[config.mk]
export PLATFORM = sky130hd
export DESIGN_NAME = tdm_demux_12_4bit
export DESIGN_NICKNAME = d
export VERILOG_FILES = /design/src/rtl/tdm_pkg.sv /design/src/rtl/tdm_slot_fsm.sv /design/src/rtl/tdm_demux_12_4bit.sv
export SDC_FILE = /design/constraint.sdc
export NUM_CORES = 1
export LEC_CHECK = 0
export ABC_CLOCK_PERIOD_IN_PS = 1700
export BUFFER_PORTS_ARGS = -buffer_cell sky130_fd_sc_hd__buf_2
export CAP_MARGIN = 20
export CORE_MARGIN = 1.5
export CORE_UTILIZATION = 46
export CTS_CLUSTER_DIAMETER = 80
export DETAILED_ROUTE_END_ITERATION = 16
export PLACE_DENSITY_LB_ADDON = 0.3
export SLEW_MARGIN = 30
export SYNTH_ARGS = -nofsm -noshare
export SYNTH_HDL_FRONTEND = slang
export SYNTH_SLANG_ARGS = --single-unit
[constraint.sdc]
create_clock -name clk -period 1.7 [get_ports clk]
set_clock_uncertainty 0.05 [all_clocks]
set_input_delay 0.085 -clock clk [delete_from_list [all_inputs] [get_ports clk]]
set_output_delay 0.085 -clock clk [all_outputs]
set_load 0.02 [all_outputs]
[src/rtl/tdm_pkg.sv]
// Shared definitions for the 4-bit TDM mux/demux pair.
// Holds the slot-alignment state encoding and the default data and counter widths.
// The mux testbench also uses TDM_WIDTH, so keep the constants stable.
package tdm_pkg;

   localparam int TDM_WIDTH = 4;
   localparam int TDM_CNT_W = 8;

   // HUNT: no alignment; EXP1: slot 0 taken, slot 1 expected; EXP0: aligned, slot 0 expected
   typedef enum logic [1:0] {
      HUNT = 2'd0,
      EXP1 = 2'd1,
      EXP0 = 2'd2
   } tdm_state_e;

endpackage

[src/rtl/tdm_slot_fsm.sv]
// Slot-alignment FSM for the TDM demux. It decodes capture enables and error/frame events.
// Latency: the enables are combinational from the current state and inputs; the pulses and sel_out are registered (1 cycle).
// Backpressure: none. Only cycles with in_valid=1 advance the state.
// Ports: clk/rst_n; in_valid and frame_start in; cap0_en/cap1_en/frame_done/err_det
//        (same-cycle decode for the top's registers); sel_out and the out_valid0/1,
//        pair_valid and err_frame registered pulses.
module tdm_slot_fsm
   import tdm_pkg::*;
(
   input  logic clk,
   input  logic rst_n,
   input  logic in_valid,
   input  logic frame_start,
   output logic cap0_en,
   output logic cap1_en,
   output logic frame_done,
   output logic err_det,
   output logic sel_out,
   output logic out_valid0,
   output logic out_valid1,
   output logic pair_valid,
   output logic err_frame
);

   tdm_state_e state_q, state_d;

   always_comb begin
      state_d    = state_q;
      cap0_en    = 1'b0;
      cap1_en    = 1'b0;
      frame_done = 1'b0;
      err_det    = 1'b0;
      if (in_valid) begin
         case (state_q)
            HUNT: begin
               if (frame_start) begin
                  cap0_en = 1'b1;
                  state_d = EXP1;
               end
            end
            EXP1: begin
               if (frame_start) begin
                  // Slot 1 went missing: treat this word as a fresh slot 0
                  err_det = 1'b1;
                  cap0_en = 1'b1;
               end else begin
                  cap1_en    = 1'b1;
                  frame_done = 1'b1;
                  state_d    = EXP0;
               end
            end
            EXP0: begin
               if (frame_start) begin
                  cap0_en = 1'b1;
                  state_d = EXP1;
               end else begin
                  // Marker missing: alignment is lost, so nothing is captured
                  err_det = 1'b1;
                  state_d = HUNT;
               end
            end
            default: state_d = HUNT;
         endcase
      end
   end

   always_ff @(posedge clk or negedge rst_n) begin
      if (!rst_n) begin
         state_q    <= HUNT;
         sel_out    <= 1'b0;
         out_valid0 <= 1'b0;
         out_valid1 <= 1'b0;
         pair_valid <= 1'b0;
         err_frame  <= 1'b0;
      end else begin
         state_q    <= state_d;
         sel_out    <= (state_d == EXP1);
         out_valid0 <= cap0_en;
         out_valid1 <= cap1_en;
         pair_valid <= frame_done;
         err_frame  <= err_det;
      end
   end

endmodule

[src/rtl/tdm_demux_12_4bit.sv]
// 2-slot TDM demux: splits an aligned 4-bit slot stream into two registered channels.
// Latency: 1 cycle from an accepted word to its outputs. A full frame takes every 2 valid cycles with no bubbles.
// Backpressure: none. in_valid=0 cycles hold all state. Optional error counter: define TDM_DEMUX_ERR_CNT_EN.
// Ports: clk/rst_n; demux_in/in_valid/frame_start in; demux_out0/1 with out_valid0/1,
//        pair_valid, sel_out, err_frame, frame_cnt (wrapping), err_cnt (saturating or tied 0).
module tdm_demux_12_4bit
   import tdm_pkg::*;
#(
   parameter int WIDTH = TDM_WIDTH,
   parameter int CNT_W = TDM_CNT_W
) (
   input  logic             clk,
   input  logic             rst_n,
   input  logic [WIDTH-1:0] demux_in,
   input  logic             in_valid,
   input  logic             frame_start,
   output logic [WIDTH-1:0] demux_out0,
   output logic [WIDTH-1:0] demux_out1,
   output logic             out_valid0,
   output logic             out_valid1,
   output logic             pair_valid,
   output logic             sel_out,
   output logic             err_frame,
   output logic [CNT_W-1:0] frame_cnt,
   output logic [CNT_W-1:0] err_cnt
);

   localparam logic [CNT_W-1:0] CNT_ONE = {{(CNT_W-1){1'b0}}, 1'b1};

   logic cap0_en, cap1_en, frame_done, err_det;

   logic [WIDTH-1:0] out0_q, out0_d, out1_q, out1_d;
   logic [CNT_W-1:0] frame_cnt_q, frame_cnt_d;

   tdm_slot_fsm u_fsm (
      .clk         (clk),
      .rst_n       (rst_n),
      .in_valid    (in_valid),
      .frame_start (frame_start),
      .cap0_en     (cap0_en),
      .cap1_en     (cap1_en),
      .frame_done  (frame_done),
      .err_det     (err_det),
      .sel_out     (sel_out),
      .out_valid0  (out_valid0),
      .out_valid1  (out_valid1),
      .pair_valid  (pair_valid),
      .err_frame   (err_frame)
   );

   always_comb begin
      out0_d      = cap0_en ? demux_in : out0_q;
      out1_d      = cap1_en ? demux_in : out1_q;
      // frame_cnt wraps naturally at 2^CNT_W
      frame_cnt_d = frame_done ? frame_cnt_q + CNT_ONE : frame_cnt_q;
   end

   always_ff @(posedge clk or negedge rst_n) begin
      if (!rst_n) begin
         out0_q      <= '0;
         out1_q      <= '0;
         frame_cnt_q <= '0;
      end else begin
         out0_q      <= out0_d;
         out1_q      <= out1_d;
         frame_cnt_q <= frame_cnt_d;
      end
   end

   assign demux_out0 = out0_q;
   assign demux_out1 = out1_q;
   assign frame_cnt  = frame_cnt_q;

`ifdef TDM_DEMUX_ERR_CNT_EN
   logic [CNT_W-1:0] err_cnt_q, err_cnt_d;

   // Saturates at all-ones and clears only on reset
   always_comb begin
      err_cnt_d = err_cnt_q;
      if (err_det && (err_cnt_q != {CNT_W{1'b1}})) begin
         err_cnt_d = err_cnt_q + CNT_ONE;
      end
   end

   always_ff @(posedge clk or negedge rst_n) begin
      if (!rst_n) begin
         err_cnt_q <= '0;
      end else begin
         err_cnt_q <= err_cnt_d;
      end
   end

   assign err_cnt = err_cnt_q;
`else
   logic unused_err_det;
   assign unused_err_det = err_det;
   assign err_cnt        = '0;
`endif

endmodule

; ---- Yosys cells after proc, flatten, opt, wreduce, memory -nomap -nowiden
; Cells that the tools add are included.
[totals]
mem_count = 0
latchBits = 0
mem_bits_ro = 0
mem_bits_rw = 0
register_bits = 22
inputBits = 8
[classes]
bitwise = 0
order_cmp = 0
multipliers = 0
n_eq_ne = 3
shifts = 0
div = 0
n_mux = 13
addsub = 1
n_reduce_logical = 2
[ops]
columns = cell, count
row1 = 8-bit by 1-bit adder with 8-bit output (second input constant), 1
row2 = 1-bit 2-to-1 mux, 8
row3 = 2-bit 2-to-1 mux, 3
row4 = 2-bit one-hot mux with 3 select lines, 1
row5 = 2-bit by 1-bit equality test with 1-bit output (second input constant), 2
row6 = 3-bit OR reduction, 1
row7 = 2-bit equality test (second input constant), 1
row8 = 2-bit logical NOT, 1
row9 = 1-bit one-hot mux with 2 select lines, 1

; ---- Depth between registers and ports, before layout
; Gate-level depths: netlist of the first run.
[depth]
depth_word = 4
depth_mapped = 4

; ---- Cells and area by module
; A second synthesis of the first run with hierarchy kept.
[unflattened]
cells_unflattened = 73
area_unflattened_um2 = 935.9
[by_module_without_submodules]
columns = mod, cells_each, area_per_inst_um2, instances, seq_area_each_um2
row1 = tdm_demux_12_4bit, 51, 691.9, 1, 400.4
row2 = tdm_slot_fsm, 22, 244.0, 1, 150.1

; ---- Worst setup path after synthesis of the first run
; Ideal clock, no wire load.
[synth_timing]
path_type = register to register
from = register frame_cnt_q[2], in the netlist frame_cnt[2]
to = register frame_cnt_q[7], in the netlist frame_cnt[7]
arrival_ps = 1113
path_stages_with_launch = 4
period_less_slack_ps = 1242
setup_slack_ps = 458
setup_time_ps = 79
required_ps = 1571
cell_sequence = dfrtp_1 > nand3_1 > nor4_1 > xor2_1
[synth_via]
elab_chain_len = 1
[synth_rtl]
columns = item, line_no
row1 = from (decl), tdm_demux_12_4bit.sv:33  ; logic [CNT_W-1:0] frame_cnt_q, frame_cnt_d;
row2 = from (signal assigned), tdm_demux_12_4bit.sv:66  ; frame_cnt_q <= frame_cnt_d;
row3 = 8-bit by 1-bit adder with 8-bit output, tdm_demux_12_4bit.sv:55  ; frame_cnt_d = frame_done ? frame_cnt_q + CNT_ONE : frame_cnt_q;
; Every way passes these cells.
; A chain may end at the register's enable or synchronous reset.

; ---- Worst setup path after layout of the first run
[layout_timing]
from = register u_fsm.state_q[0]
to = register frame_cnt_q[7], in the netlist frame_cnt[7]
[layout_via]
elab_chain_len = 3
[layout_rtl]
columns = item, line_no
row1 = from (decl), tdm_slot_fsm.sv:25  ; tdm_state_e state_q, state_d;
row2 = from (signal assigned), tdm_slot_fsm.sv:76  ; state_q <= state_d;
row3 = 2-bit by 1-bit equality test with 1-bit output, tdm_slot_fsm.sv:34  ; case (state_q)
row4 = 1-bit 2-to-1 mux, tdm_slot_fsm.sv:34
row5 = 1-bit 2-to-1 mux, tdm_slot_fsm.sv:33  ; if (in_valid) begin
; Every way passes these cells.

==> impl_metrics.env, run 1 <==
export IMPL_clock_root_buffer="clkbuf_4"
export IMPL_synthesis_area_um2=953.4
export IMPL_final_layout_size_suffix_gt1_share_pct=34.19
export IMPL_combinationalPowerShare_pct=26.5
export IMPL_setup_viol=0
export IMPL_io_buffers=28
export IMPL_vias=672
export IMPL_drv_slew=0
export IMPL_required_ns=1.90
export IMPL_cts_hold_buf=5
export IMPL_power_density_nw_per_um2=1271
export IMPL_antenna_left=0
export IMPL_cts_resized=0
export IMPL_cts_max_level=1
export IMPL_arrival_ns=1.64
export IMPL_cts_buffers=3
export IMPL_rsz0062_at_grt="false"
export IMPL_fp_dieW_um=48.53
export IMPL_synth_distinct_cells=23
export IMPL_grt_first_pass_wirelength_um=2870
export IMPL_rr_worst_depth=3
export IMPL_die_h_um=48.53
export IMPL_reg2reg_slack_ns=0.26
export IMPL_cts_buffer_depth=2
export IMPL_nFillCells=173
export IMPL_power_mw=1.496
export IMPL_hp_class="in2reg"
export IMPL_drt_first_pass_iters=3
export IMPL_grt_pass1_vias=640
export IMPL_cp_max_fo=12
export IMPL_route_detailed_drc=0
export IMPL_min_delay_start="frame_start"
export IMPL_internal_power_mw=1.005
export IMPL_syn_inst=83
export IMPL_globalplace_congestion=0.7446
export IMPL_finalCriticalPeriod_ns=1.442
export IMPL_final_hold_viol_count=0
export IMPL_ir_drop_uv=751.0
export IMPL_r2r_end="frame_cnt[7]"
export IMPL_finalSetupTns_ns=0
export IMPL_fin_cells=144
export IMPL_grt_max_degree=23
export IMPL_p_sw_share_pct=32.86
export IMPL_start_util_pct=48.60
export IMPL_whs_path_depth=3
export IMPL_fp_row_count=16
export IMPL_routed_via_density=4.667
export IMPL_grt_util_all_layers_pct=15.98
export IMPL_timing_fmax_mhz=693.3
export IMPL_worstSkewPairLatency_ns=0.31
export IMPL_whs_endpoint="u_fsm.err_frame"
export IMPL_drv_cap=0
export IMPL_core_um2=1962
export IMPL_grt_ovfl_total=0
export IMPL_ioPinCount=37
export IMPL_finalNetCount=127
export IMPL_routedWlPerCell_um=11.51
export IMPL_antenna_cells=0
export IMPL_placed_cells=135
export IMPL_hpwl_um=1159
export IMPL_clockPowerShare_pct=26.7
export IMPL_wirelength_um=1657
export IMPL_leakage_nw=0.6337
export IMPL_die_area_um2=2355
export IMPL_cts_tree="yes"
export IMPL_antenna_found_initial=0
export IMPL_clk_pin_slew_ns=0.13
export IMPL_seq_area_frac_synth_pct=57.74
export IMPL_area_growth_pct=23.49
export IMPL_cts_sinks=22
export IMPL_p_switching_mw=0.4916
export IMPL_post_route_period_util_pct=84.84
export IMPL_cp_end_kind="register"
export IMPL_rr_startpoint="u_fsm.state_q[0]"
export IMPL_cp_start_kind="register"
export IMPL_drtIter0Drc=6
export IMPL_syn_area_per_cell_um2=11.49
export IMPL_crit_type="reg2reg"
export IMPL_status="finished, final reports clean"
export IMPL_synth_seq_cells=22
export IMPL_whs_ns=0.02853
export IMPL_pwr_share_seq_pct=46.8
export IMPL_post_cts_buffers=0
export IMPL_ys_warn_count=0
-- metrics by stage --
| step | setup WS [ns] | utilization (%) | instance area [um^2] |
|---|---|---|---|
| 5_1_grt | 0.1132 | 60.01 | 1177 |
| 3_3_place_gp | 0.3436 | 54.78 | 1075 |
| 4_1_cts | 0.2408 | 60.01 | 1177 |
| 3_5_place_dp | 0.2602 | 54.78 | 1075 |
| 6_report | 0.2577 | 60.01 | 1177 |
| 2_1_floorplan | 0.4580 | - | 979.7 |
-- final cells by class --
class | instances | area (um^2) | share of cell area [%]
Clock inverter | 1 | 30.03 | 2.550
Multi-Input combinational cell | 55 | 339.1 | 28.80
Timing Repair Buffer | 33 | 190.2 | 16.15
Tap cell | 27 | 33.78 | 2.869
Inverter | 3 | 11.26 | 0.9564
Clock buffer | 3 | 22.52 | 1.913
Sequential cell | 22 | 550.5 | 46.76
-- cells in the final DEF, fill, tap and decap left out --
cell type / n
buf_2: 28
dfrtp_1: 22
nand2_1: 19
conb_1: 8
dlygate4sd3_1: 5
xor2_1: 4
mux2_2: 4
nand3_1: 3
xnor2_1: 3
clkbuf_4: 3
inv_1: 2
a21oi_1: 2
nor3_1: 2
nand4bb_4: 1
o21ai_0: 1
a21oi_2: 1
a21o_2: 1
mux2i_1: 1
or3_2: 1
clkinv_1: 1
nand4_1: 1
nor2_1: 1
nor4_1: 1
ha_1: 1
bufinv_16: 1
-- cell usage after synthesis --
master     number  area, um^2
a21o_2          1       8.760
a21oi_1         2       10.01
a21oi_2         1       8.760
buf_4           9       67.56
buf_6           1       11.26
clkinv_1        1       3.750
conb_1          1       3.750
dfrtp_1        22       550.5
ha_1            1       12.51
inv_1           2       7.510
mux2_2          4       45.04
mux2i_1         1       10.01
nand2_1        19       71.32
nand3_1         3       15.01
nand4_1         1       6.260
nand4bb_4       1       27.53
nor2_1          1       3.750
nor3_1          2       10.01
nor4_1          1       6.260
o21ai_0         1       5.000
or3_2           1       7.510
xnor2_1         3       26.28
xor2_1          4       35.03
-- worst max path at each step --
| stage | from | endpoint | slack, ns | depth (start not counted) |
|---|---|---|---|---|
| floorplan | frame_cnt[2] | frame_cnt[7] | 0.46 | 3 |
| global placement | u_fsm.state_q[0] | frame_cnt[7] | 0.34 | 3 |
| detailed placement | u_fsm.state_q[0] | frame_cnt[7] | 0.26 | 3 |
| CTS | u_fsm.state_q[0] | frame_cnt[7] | 0.24 | 3 |
| global route | u_fsm.state_q[0] | frame_cnt[7] | 0.11 | 3 |
| finish | u_fsm.state_q[0] | frame_cnt[7] | 0.26 | 3 |
-- flip-flops by register name, indices dropped and copies added, names as in the netlist --
register          flops
frame_cnt             8
demux_out0            4
demux_out1            4
u_fsm.state_q         2
u_fsm.err_frame       1
u_fsm.out_valid0      1
u_fsm.out_valid1      1
u_fsm.sel_out         1
-- power groups by stage --
stage | logic, mW | clock network (mW) | registers, mW
5_1_grt | 0.434 | 0.424 | 0.718
3_3_place_gp | 0.384 | 0 | 0.708
2_1_floorplan | 0.151 | 0 | 0.821
6_report | 0.396 | 0.400 | 0.700
4_1_cts | 0.401 | 0.405 | 0.701
3_5_place_dp | 0.392 | 0 | 0.711
-- critical path, cell delays in order, from the launching register on --
cell,delay (ns)
dfrtp_1,0.51
nand4bb_4,0.24
nor4_1,0.42
xor2_1,0.17
-- kinds of logic (layout without fill, tap and decap cells) --
family / Yosys count / count (layout) / share of synthesized area, %
buffers and inverters: 13 / 40 / 9.448
multiplexers: 5 / 5 / 5.774
AO/OA/AOI/OAI: 5 / 5 / 3.412
XOR/XNOR: 7 / 7 / 6.431
flip-flops: 22 / 22 / 57.74
other: 1 / 8 / 0.3933
adder cells (fa/ha/maj): 1 / 1 / 1.312
AND/OR/NAND/NOR: 29 / 29 / 15.49
-- routing by layer --
metal,vias to the layer above,routed length [um],GRT usage [%]
li1,321,-,-
met1,321,725,20.17
met2,26,813,27.08
met3,4,86,1.852
met4,0,31,8.571
met5,-,0,0
No activity file was read; power rests on OpenSTA's default activity.
==> run 2, diff against run 1 <==
- ABC_AREA: default -> 1
- ABC_CLOCK_PERIOD_IN_PS: 1700 -> 1400
- CORE_UTILIZATION: 46 -> 48
- clock period: 1.7 -> 1.4 ns (I/O delays scaled with it)
==> impl_metrics.env, run 2 <==
export IMPL_status="finished, final reports clean"
export IMPL_seq_area_frac_synth_pct=53.27
export IMPL_nFillCells=196
export IMPL_post_route_period_util_pct=89.44
export IMPL_grt_ovfl_total=0
export IMPL_timing_fmax_mhz=798.6
export IMPL_globalplace_congestion=0.8052
export IMPL_rr_startpoint="u_fsm.state_q[1]"
export IMPL_leakage_nw=0.6891
export IMPL_arrival_ns=1.39
export IMPL_grt_first_pass_wirelength_um=3332
export IMPL_finalCriticalPeriod_ns=1.252
export IMPL_ys_warn_count=0
export IMPL_ir_drop_uv=774.7
export IMPL_reg2reg_slack_ns=0.15
export IMPL_rsz0062_at_grt="false"
export IMPL_routed_via_density=4.414
export IMPL_crit_path_start="u_fsm.state_q[1]"
export IMPL_r2r_end="u_fsm.sel_out"
export IMPL_syn_area_per_cell_um2=9.066
export IMPL_die_h_um=49.40
export IMPL_ioPinCount=37
export IMPL_power_mw=1.654
export IMPL_cts_buffer_depth=2
export IMPL_cts_tree="yes"
export IMPL_drv_slew=0
export IMPL_required_ns=1.54
export IMPL_synth_flop_cell="dfrtp_1"
export IMPL_crit_type="reg2reg"
export IMPL_synthesis_area_um2=1033
export IMPL_start_util_pct=51.62
export IMPL_synth_top_area_cell="dfrtp_1"
export IMPL_grt_util_all_layers_pct=18.15
export IMPL_die_area_um2=2440
export IMPL_synth_distinct_cells=21
export IMPL_crit_end="u_fsm.sel_out"
export IMPL_clk_pin_slew_ns=0.12
export IMPL_antenna_left=0
export IMPL_vias=768
export IMPL_power_density_nw_per_um2=1342
export IMPL_routedWlPerCell_um=10.65
export IMPL_crit_slowest_cell="dfrtp_1"
export IMPL_cp_end_kind="register"
export IMPL_syn_inst=114
export IMPL_route_detailed_drc=0
export IMPL_drtIter0Drc=18
export IMPL_cp_slowest_stage_delay_ns=0.39
export IMPL_synth_top_area_share_pct=53.27
export IMPL_yosys_top_cells_count="nand2_1 (37), dfrtp_1 (22), inv_1 (12)"
export IMPL_finalSetupTns_ns=0
export IMPL_drv_cap=0
export IMPL_drt_first_pass_iters=4
export IMPL_cts_buffers=3
export IMPL_final_layout_size_suffix_gt1_share_pct=27.21
export IMPL_fp_row_count=16
export IMPL_path_cells="inv_1, nand2_2, nor2_8, inv_4, o21ai_0, a21oi_1"
export IMPL_antenna_found_initial=0
export IMPL_synth_seq_cells=22
export IMPL_final_hold_viol_count=0
export IMPL_cp_max_fo=13
export IMPL_antenna_cells=0
export IMPL_wirelength_um=1853
export IMPL_synth_edf_count=0
export IMPL_cp_start_kind="register"
export IMPL_async_flop_share_pct=100.0
export IMPL_largest_register_ffs=8
export IMPL_cts_max_level=1
export IMPL_cts_resized=0
export IMPL_worstSkewPairLatency_ns=0.30
export IMPL_synth_most_common_cell="nand2_1"
export IMPL_grt_pass1_vias=765
export IMPL_rr_worst_depth=6
export IMPL_clock_root_buffer="clkbuf_4"
export IMPL_synthTopCellsByArea="dfrtp_1 (53%), nand2_1 (13%), buf_4 (6.5%)"
export IMPL_hpwl_um=1246
export IMPL_hp_class="in2reg"
export IMPL_grt_max_degree=23
export IMPL_finalNetCount=158
export IMPL_setup_viol=0
export IMPL_fp_dieW_um=49.40
export IMPL_final_cell_mix="nand2_1 (37), buf_2 (28), dfrtp_1 (22)"
export IMPL_io_buffers=28
export IMPL_cts_sinks=22
export IMPL_core_um2=2002
export IMPL_area_growth_pct=19.25
export IMPL_whs_ns=0.02151
export IMPL_layout_commonest_cell="nand2_1"
-- run 2: cells by family after synthesis --
kind of cell | count (synthesis) | share of synthesized area, %
AND/OR/NAND/NOR | 50 | 21.19
buffers and inverters | 24 | 13.07
flip-flops | 22 | 53.27
AO/OA/AOI/OAI | 12 | 7.505
XOR/XNOR | 4 | 3.390
adder cells (fa/ha/maj) | 1 | 1.210
other | 1 | 0.3628
-- run 2: cell type report --
| type | count | area (um^2) | share of cell area, % |
|---|---|---|---|
| Sequential cell | 22 | 550.5 | 44.67 |
| Multi-Input combinational cell | 75 | 374.1 | 30.36 |
| Timing Repair Buffer | 34 | 200.2 | 16.24 |
| Inverter | 13 | 51.30 | 4.162 |
| Tap cell | 27 | 33.78 | 2.741 |
| Clock buffer | 3 | 22.52 | 1.827 |
-- run 2: through the flow --
step / instance area [um^2] / std cells / utilization (%) / setup slack, ns
global route: 1232 / 174 / 61.56 / 0.03053
CTS: 1232 / 174 / 61.56 / 0.1457
floorplan: 1060 / 121 / - / 0.1861
global placement: 1150 / 165 / 57.44 / 0.1991
finish: 1232 / 174 / 61.56 / 0.1479
detailed placement: 1150 / 165 / 57.44 / 0.1677
-- run 2: worst min-delay path by stage --
stage                     start              end  slack (ns)  cells past startpoint
floorplan                 rst_n    demux_out0[0]       -0.28                      0
global route        frame_start  u_fsm.err_frame        0.02                      3
detailed placement        rst_n     frame_cnt[2]        0.01                      1
finish              frame_start  u_fsm.err_frame        0.02                      3
global placement          rst_n  u_fsm.err_frame       0.009                      1
CTS                 frame_start  u_fsm.err_frame        0.02                      3
-- run 2: what timing repair did --
action	4_1_cts	5_1_grt
setup buffers	0	0
endpoints found under the hold margin	28	0
hold buffers	6	0
endpoints found under the setup margin	0	0
-- run 2: metal layers --
metal | vias up | track usage, % | part of all wire, %
li1 | 397 | - | -
met2 | 30 | 30.86 | 46
met3 | 5 | 3.681 | 4.6
met1 | 336 | 21.43 | 47
met5 | - | 0 | 0
met4 | 0 | 9.722 | 2.3
-- run 2: critical path, delay by kind of cell, from the launching register on --
family | cells | cell delay [ns]
flip-flops | 1 | 0.39
AND/OR/NAND/NOR | 2 | 0.30
buffers and inverters | 2 | 0.21
AO/OA/AOI/OAI | 2 | 0.18
-- run 2: power breakdown --
group          leakage (nW)  switching, mW  internal, mW
Clock                0.0138          0.182         0.100
Sequential            0.284          0.105         0.752
Combinational         0.391          0.331         0.183
